[src/rtl/disp_scan_pkg.sv]
// Shared types and constants for the two-digit display scan controller.
package disp_pkg;

  // Scan phases in cycle order: dark gap, units lit, dark gap, tens lit.
  typedef enum logic [1:0] {
    S_GAP_TU,
    S_DIG_U,
    S_GAP_UT,
    S_DIG_T
  } scan_state_t;

  // Anodes are active-low.
  localparam logic ANODE_ON  = 1'b0;
  localparam logic ANODE_OFF = 1'b1;

  // Decoder nibble select.
  localparam logic SEL_UNITS = 1'b1;
  localparam logic SEL_TENS  = 1'b0;

  function automatic int max_int(input int a, input int b);
    return (a > b) ? a : b;
  endfunction

endpackage

[src/rtl/disp_scan_if.sv]
// Display-side bundle: switch input, decoder value/select, anodes, frame pulse.
// master = scan controller, slave = whatever feeds switches and consumes outputs.
interface disp_scan_if;
  logic [3:0] sw_in;
  logic [3:0] val_out;
  logic       sel_units;
  logic       an0;
  logic       an1;
  logic       frame_start;

  modport master (
    input  sw_in,
    output val_out, sel_units, an0, an1, frame_start
  );

  modport slave (
    output sw_in,
    input  val_out, sel_units, an0, an1, frame_start
  );
endinterface

[src/rtl/disp_scan_sync.sv]
// Multi-flop bus synchronizer, synchronous active-high reset to zero.
// No debounce: each bit is simply delayed by STAGES flops.
module sync_bus #(
  parameter int WIDTH  = 4,
  parameter int STAGES = 2
) (
  input  logic             clk,
  input  logic             rst,
  input  logic [WIDTH-1:0] d,
  output logic [WIDTH-1:0] q
);

  logic [STAGES-1:0][WIDTH-1:0] stage_reg;

  // Shift the raw input through the flop chain; stage 0 samples the async pins.
  always_ff @(posedge clk) begin
    if (rst) begin
      stage_reg <= '0;
    end else begin
      stage_reg[0] <= d;
      for (int i = 1; i < STAGES; i++) begin
        stage_reg[i] <= stage_reg[i-1];
      end
    end
  end

  assign q = stage_reg[STAGES-1];

endmodule

[src/rtl/disp_scan.sv]
// Two-digit 7-segment scan controller with dead-time gaps between digits.
// Optional macro DISP_SCAN_LEADING_ZERO_BLANK_EN: blank the tens digit when the
// frozen value is below 10 (timing and select unchanged).
module disp_scan
  import disp_pkg::*;
#(
  parameter int DIGIT_CYCLES = 50000,
  parameter int GAP_CYCLES   = 500,
  parameter int SYNC_STAGES  = 2
) (
  input  logic        clk,
  input  logic        rst,
  disp_scan_if.master bus
);

  localparam int CW = $clog2(max_int(DIGIT_CYCLES, GAP_CYCLES));
  localparam logic [CW-1:0] DIG_LAST = CW'(DIGIT_CYCLES - 1);
  localparam logic [CW-1:0] GAP_LAST = CW'(GAP_CYCLES - 1);

  logic [3:0]  sync_val;
  scan_state_t state_reg;
  logic [CW-1:0] count_reg;
  logic [3:0]  val_reg;
  logic        sel_reg;
  logic        an0_reg;
  logic        an1_reg;
  logic        fs_reg;
  logic        tens_anode;

  sync_bus #(
    .WIDTH (4),
    .STAGES(SYNC_STAGES)
  ) u_sync (
    .clk(clk),
    .rst(rst),
    .d  (bus.sw_in),
    .q  (sync_val)
  );

  // The frozen value is stable for the whole frame, so it can decide the tens
  // anode at the moment the tens phase is entered.
`ifdef DISP_SCAN_LEADING_ZERO_BLANK_EN
  assign tens_anode = (val_reg < 4'd10) ? ANODE_OFF : ANODE_ON;
`else
  assign tens_anode = ANODE_ON;
`endif

  // Scan FSM: every output is set on the edge that enters the new phase.
  always_ff @(posedge clk) begin
    if (rst) begin
      state_reg <= S_GAP_TU;
      count_reg <= '0;
      val_reg   <= '0;
      sel_reg   <= SEL_UNITS;
      an0_reg   <= ANODE_OFF;
      an1_reg   <= ANODE_OFF;
      fs_reg    <= 1'b1;
    end else begin
      fs_reg <= 1'b0;
      unique case (state_reg)
        S_GAP_TU: begin
          if (count_reg == GAP_LAST) begin
            state_reg <= S_DIG_U;
            count_reg <= '0;
            an0_reg   <= ANODE_ON;
          end else begin
            count_reg <= count_reg + 1'b1;
          end
        end
        S_DIG_U: begin
          if (count_reg == DIG_LAST) begin
            state_reg <= S_GAP_UT;
            count_reg <= '0;
            an0_reg   <= ANODE_OFF;
            sel_reg   <= SEL_TENS;
          end else begin
            count_reg <= count_reg + 1'b1;
          end
        end
        S_GAP_UT: begin
          if (count_reg == GAP_LAST) begin
            state_reg <= S_DIG_T;
            count_reg <= '0;
            an1_reg   <= tens_anode;
          end else begin
            count_reg <= count_reg + 1'b1;
          end
        end
        S_DIG_T: begin
          if (count_reg == DIG_LAST) begin
            state_reg <= S_GAP_TU;
            count_reg <= '0;
            an1_reg   <= ANODE_OFF;
            sel_reg   <= SEL_UNITS;
            val_reg   <= sync_val;
            fs_reg    <= 1'b1;
          end else begin
            count_reg <= count_reg + 1'b1;
          end
        end
      endcase
    end
  end

  assign bus.val_out     = val_reg;
  assign bus.sel_units   = sel_reg;
  assign bus.an0         = an0_reg;
  assign bus.an1         = an1_reg;
  assign bus.frame_start = fs_reg;

endmodule

[src/flat_wrapper.sv]
// flat-port wrapper written by rule: the top's interface ports become plain ports
module disp_scan_flat import disp_pkg::*;
#(
  parameter int DIGIT_CYCLES = 50000,
  parameter int GAP_CYCLES   = 500,
  parameter int SYNC_STAGES  = 2
)
  (clk, rst, bus_sw_in, bus_val_out, bus_sel_units, bus_an0, bus_an1, bus_frame_start);
  disp_scan_if bus_i ();
  input  logic clk;
  input  logic rst;
  input wire logic [$bits(bus_i.sw_in)-1:0] bus_sw_in;
  output wire logic [$bits(bus_i.val_out)-1:0] bus_val_out;
  output wire logic [$bits(bus_i.sel_units)-1:0] bus_sel_units;
  output wire logic [$bits(bus_i.an0)-1:0] bus_an0;
  output wire logic [$bits(bus_i.an1)-1:0] bus_an1;
  output wire logic [$bits(bus_i.frame_start)-1:0] bus_frame_start;
  assign bus_i.sw_in = bus_sw_in;
  assign bus_val_out = bus_i.val_out;
  assign bus_sel_units = bus_i.sel_units;
  assign bus_an0 = bus_i.an0;
  assign bus_an1 = bus_i.an1;
  assign bus_frame_start = bus_i.frame_start;
  disp_scan #(.DIGIT_CYCLES(DIGIT_CYCLES), .GAP_CYCLES(GAP_CYCLES), .SYNC_STAGES(SYNC_STAGES)) u_core (.clk(clk), .rst(rst), .bus(bus_i));
endmodule
[config.mk]
export PLATFORM = sky130hd
export DESIGN_NAME = disp_scan_flat
export DESIGN_NICKNAME = d
export VERILOG_FILES = /design/src/rtl/disp_scan_pkg.sv /design/src/rtl/disp_scan_if.sv /design/src/rtl/disp_scan_sync.sv /design/src/rtl/disp_scan.sv /design/src/flat_wrapper.sv
export SDC_FILE = /design/constraint.sdc
export NUM_CORES = 1
export LEC_CHECK = 0
export CORE_MARGIN = 5
export CORE_UTILIZATION = 50
export DETAILED_ROUTE_END_ITERATION = 12
export MAX_ROUTING_LAYER = met4
export PLACE_DENSITY_LB_ADDON = 0.12
export SYNTH_ARGS = -nofsm -noshare
export SYNTH_HDL_FRONTEND = slang
export SYNTH_HIERARCHICAL = 1
export SYNTH_SLANG_ARGS = --single-unit
[constraint.sdc]
create_clock -name clk -period 2 [get_ports clk]
set_input_delay 0.3 -clock clk [delete_from_list [all_inputs] [get_ports clk]]
set_output_delay 0.3 -clock clk [all_outputs]
set_load 0.02 [all_outputs]
### Yosys cells after proc, flatten, opt, wreduce, memory -nomap -nowiden

Cells that the tools add are included.

* bits in registers: 34
* logic and storage cells: 46
* output and inout bits: 8

* mux-type cells: 16
* reductions and logical operators: 11
* add/sub/neg operators: 1
* equality and inequality tests: 9

Operator list (count)
* two-way mux 16 bit: 2
* one-hot mux 16 bit (2 select lines): 1
* adder 16 x 1 -> 16 bit (second input constant): 1
* equality test 16 bit (second input constant): 1
* equality test 16 x 9 -> 1 bit (second input constant): 1
* AND reduction 3 bit: 3
* two-way mux 2 bit: 4
* != test 2 x 1 -> 1 bit (second input constant): 4
* one-hot mux 2 bit (4 select lines): 1
* one-hot mux 1 bit (2 select lines): 3
* nonzero test 2 bit: 3
* two-way mux 1 bit: 5
* equality test 2 bit (second input constant): 2
* AND reduction 4 bit: 1
* OR reduction 2 bit: 2
* equality test 2 x 1 -> 1 bit (second input constant): 1
* logical NOT 2 bit: 1
* AND reduction 2 bit: 1

### Depth between registers and ports, before layout

* depth in word-level cells: 3
* mapped depth: 7
* mapped depth without buffers: 6

### Modules after synthesis

Netlist, hierarchy kept.

By module, submodules not included
* disp_scan: cells an instance 142, area an instance 1318.8 um^2, sequential area each 520.5 um^2, times used 1
* sync_bus: cells an instance 20, area an instance 240.2 um^2, sequential area each 160.2 um^2, times used 1

### Least setup slack after synthesis

OpenSTA, ideal clock, no wires.

* path kind: flip-flop to flip-flop
* start: register u_core.count_reg[0]
* end: register u_core.state_reg[0]
* arrival: 1862 ps
* path buffers: 0
* clock period less this slack: 1996 ps
* setup slack: 4 ps
* required time: 1865 ps
* cell stages (with the launch flop): 6
* cells stage by stage: dfxtp_1 -> ha_1 -> or4bb_1 -> or4_4 -> a21boi_2 -> a221oi_2

* word-level cells in the longest chain between the ends: 3
* elaborated cells on any way between the ends: 7
* classes of those cells: eq/ne: 6; reduce/logical: 1

Ends and longest elaborated chain
* from (decl): line disp_scan.sv:22 `logic [CW-1:0] count_reg;`
* from (signal assigned): line disp_scan.sv:67 `count_reg <= count_reg + 1'b1;`
* from (signal assigned): line disp_scan.sv:77 `count_reg <= count_reg + 1'b1;`
* from (signal assigned): line disp_scan.sv:86 `count_reg <= count_reg + 1'b1;`
* equality test 16 bit or equality test 16 x 9 -> 1 bit (tied branches)
* != test 2 x 1 -> 1 bit (no line)
* AND reduction 4 bit (no line) *
* to (signal assigned): line disp_scan.sv:72 `state_reg <= S_GAP_UT;`
* to (signal assigned): line disp_scan.sv:82 `state_reg <= S_DIG_T;`
* to (signal assigned): line disp_scan.sv:91 `state_reg <= S_GAP_TU;`
* to (decl): line disp_scan.sv:21 `scan_state_t state_reg;`

Every way passes the cells marked *; elsewhere a longest branch is shown, timed or not.
A chain may end at the register's enable or synchronous reset.

### Final worst setup path

Same ends and word-level chain as after synthesis.

==> metrics.md <==
| Metric | Value |
|---|---|
| CTS root buf | clkbuf_4 |
| Worst VDD drop | 0.000438 V |
| Final instance area | 1870 um2 |
| Area post-placement | 1770 um2 |
| Hold Startpoint | u_core/u_sync/q[1]$_SDFF_PP0_ |
| Worst-Margin Slew | between 0.5 and 0.6 ns |
| Vias in the first global route | around 1,200 |
| CP Class | flop to flop |
| Worst hold endpoint | u_core/bus.val_out[1]$_SDFFE_PP0P_ |
| Pint | 1080 uW |
| FF-to-FF path depth | 5 |
| Cts bufs inserted | 5 |
| Ant. Diodes | 0 |
| Average size of a mapped cell | 9.62 um2 |
| Chip Height | 65.8 um |
| CTS tree | built |
| Ys flop type | dfxtp_1 |
| Hold Path Class | flop to flop |
| Yosys top cell by area | dfxtp_1 |
| Core ar. | 3030 um2 |
| TritonRoute pass-1 iters | 4 |
| Hold_buf cts | 0 |
| Total power | 1540 uW |
| Pin count of the biggest net entering global routing | 16 |
| Worst R2R Start | u_core/count_reg[0]$_SDFF_PP0_ |
| Top-area cell type share of the netlist area | 0.437 |
| Top cells by area, synth | dfxtp_1 (44%), xnor2_1 (7.3%), nor2_1 (5.8%) |
| Synth async-reset ratio | 0 |
| Crit. End Element | flop |
| Initial core utilization | 0.515 |
| Post-route ant nets | 0 |
| Max reg flops | 16 |
| Leak pwr | 0.000674 uW |
| Reg area | 683 um2 |
| Crit path DAT | between 2 and 2.5 ns |
| Critical Path Source Type | flop |
| Place WS | -0.0194 ns |
| CP bufs+invs | 0 |
| Final period util | 0.973 |
| Multi-input logic area | 815 um2 |
| Critical path fanouts, max | 3 |
| Wire per inst | roughly 13 um |
| Max-cap violations | 0 |
| Min Hold Slack | between 0.4 and 0.5 ns |
| Worst reg2reg path endpoint | u_core/state_reg[0]$_SDFFE_PP0P_ |
| Routability cong. | ~0.76 |
| Fin nets | 199 |
| Minimum clock period | between 1.5 and 2 ns |
| Post-synthesis cell type count | 39 |
| Drt total wl | 3030 um |
| Sw frac | 0.295 |
| Clk sinks | 34 |
| Cells after Synth | 162 |
| Max Slew Vio Count | 0 |
| Post-synthesis register bit count | 34 |
| Layout cells sized above 1 | 0.191 |
| Fmax | 514 MHz |
| DRC Markers | 0 |
| Worst setup margin | between 0.05 and 0.06 ns |
| Gate power share | 0.257 |
| Fin Clk Skew | between 0.007 and 0.008 ns |
| Syn nets | 174 |
| Slew headroom | 0.617 |
| Gr ovfl total | 0 |
| Max Buffers Root-to-Sink | 2 |
| P_sw | between 400 and 500 uW |
| H-tree depth | 2 |
| CP peak stage delay | approximately 0.56 ns |
| First-pass GRT wire length | 5550 um |
| Post-synth EDFFs | 0 |
| Clock Power Share | 0.252 |
| I/O Buffers | 13 |
| Sequential fraction of design power | 0.491 |
| FF-to-FF setup slack | 0.05 ns |
| Initial antenna violation count | 0 |
| Sequential-to-total area share from yosys stat | 0.437 |
| Synthesized cell area | 1560 um2 |
| CP delay by family, top | simple AND/OR/NAND/NOR gates |
| Crit path cell chain | ha_1, or4bb_4, or4_4, a21boi_2, a221oi_2 |
| Row cnt | 20 |
| Data required, critical path | 2.19 ns |
| Outcome | complete, no violations |
| Later-pin clock latency in the skew report | 0.33 ns |
| Via density | around 5.2 |
| Hold path cells | 2 |
| DR iter-0 viols | 63 |
| Synth warnings | 6 |
| Final setup vio count | 0 |
| Dpl hpwl | 2210 um |
| Slowest CP cell | or4_4 |
| IO Pins | 14 |
| Overall routing resource usage | 0.175 |
| RSZ-0062 raised after global routing | yes |
| Synthesis-to-layout area growth | 20.0% |
| Die ar. | about 4300 um2 |
| DIE WIDTH | around 66 um |
| Via Count | between 1,000 and 1,500 |
| FILL cells | 264 |
| Power density cells | approximately 820 nW/um2 |
| Clk slew on worst S/H paths | approximately 0.10 ns |
| Post-layout util | 0.618 |
| Final hold viol count | 0 |
-- layout make-up --
cell class,instances,area share
clock buffer,7,0.0294
tap,44,0.0294
timing repair buffer,26,0.122
sequential,34,0.365
inverter,8,0.0161
clock inverter,1,0.00268
multi-input combinational,112,0.435
-- power by group through the flow --
stage	clock network (uW)	logic, uW	registers [uW]
after floorplan	0	273	764
after global placement	0	343	760
after detailed placement	0	357	767
after CTS	407	401	757
after global routing	442	444	761
final	388	395	756
-- tightest hold or removal path, cell delays in order, from the launching register on --
cell and delay [ns]:
dfxtp_1 0.31, nand3_1 0.05, a21oi_1 0.06
-- Yosys cell counts, types with 4 or more instances --
cell / instances
buf_4: 4
nor3_1: 4
nor2_1: 24
nand3_1: 9
a21oi_1: 5
nand2_1: 4
inv_1: 8
dfxtp_1: 34
xnor2_1: 13
ha_1: 6
nor2b_1: 8
-- layer usage --
metal  share of wire  vias to the layer above  track usage  wire, um
li1                -                      604            -         -
met1            0.46                      579        0.202      1380
met2            0.48                       25        0.272      1450
met3           0.039                        9       0.0612       117
met4           0.027                        0       0.0829        81
met5               0                        -            -         0
-- cells by family after synthesis --
kind of cell | after synthesis | synth area share
buffers and inverters | 17 | 0.0602
AOI/OAI and AO/OA | 22 | 0.121
muxes | 1 | 0.00642
and+or+nand+nor | 68 | 0.249
DFF | 34 | 0.437
xor gates and xnor gates | 14 | 0.0787
adders and majority gates | 6 | 0.0482
-- repair_timing --
action | CTS | global route
pin swaps | 3 | 3
endpoints found under the setup margin | 19 | 4
resized for setup | 5 | 1
buffers inserted | 0 | 1
gates cloned | 1 | 0
-- cells in the final DEF (no fill, tap or decap), types with 2 or more instances in the layout --
master	count
nor2_1	24
clkbuf_4	5
o21ai_0	2
buf_4	13
dfxtp_2	2
ha_1	6
dfxtp_1	32
nand4_1	3
nor4_1	3
inv_1	8
a21o_4	2
a21oi_1	5
clkdlybuf4s50_1	13
nand2_1	4
a21o_1	2
nand3_1	9
nand2b_1	2
nor3_1	4
or4_4	3
xnor2_1	13
o41ai_4	2
nor2b_1	8
o21ai_1	3
-- stage by stage --
stage | setup TNS [ns] | cells
after floorplan | 0 | 162
after global placement | 0 | 222
after detailed placement | -0.173 | 222
after CTS | 0 | 231
after global routing | -0.0172 | 232
final | 0 | 232
-- worst max-delay path by stage --
stage,from,to,slack [ns],depth (start not counted)
after floorplan,u_core/count_reg[0]$_SDFF_PP0_,u_core/state_reg[0]$_SDFFE_PP0P_,0.004,5
after global placement,u_core/count_reg[0]$_SDFF_PP0_,u_core/count_reg[15]$_SDFF_PP0_,0.06,6
after detailed placement,u_core/count_reg[1]$_SDFF_PP0_,u_core/count_reg[10]$_SDFF_PP0_,-0.02,6
after CTS,u_core/count_reg[0]$_SDFF_PP0_,u_core/state_reg[0]$_SDFFE_PP0P_,0.004,5
after global routing,u_core/count_reg[13]$_SDFF_PP0_,u_core/state_reg[0]$_SDFFE_PP0P_,-0.02,4
final,u_core/count_reg[0]$_SDFF_PP0_,u_core/state_reg[0]$_SDFFE_PP0P_,0.05,5
Note: power is estimated with default switching activity, not from simulation.
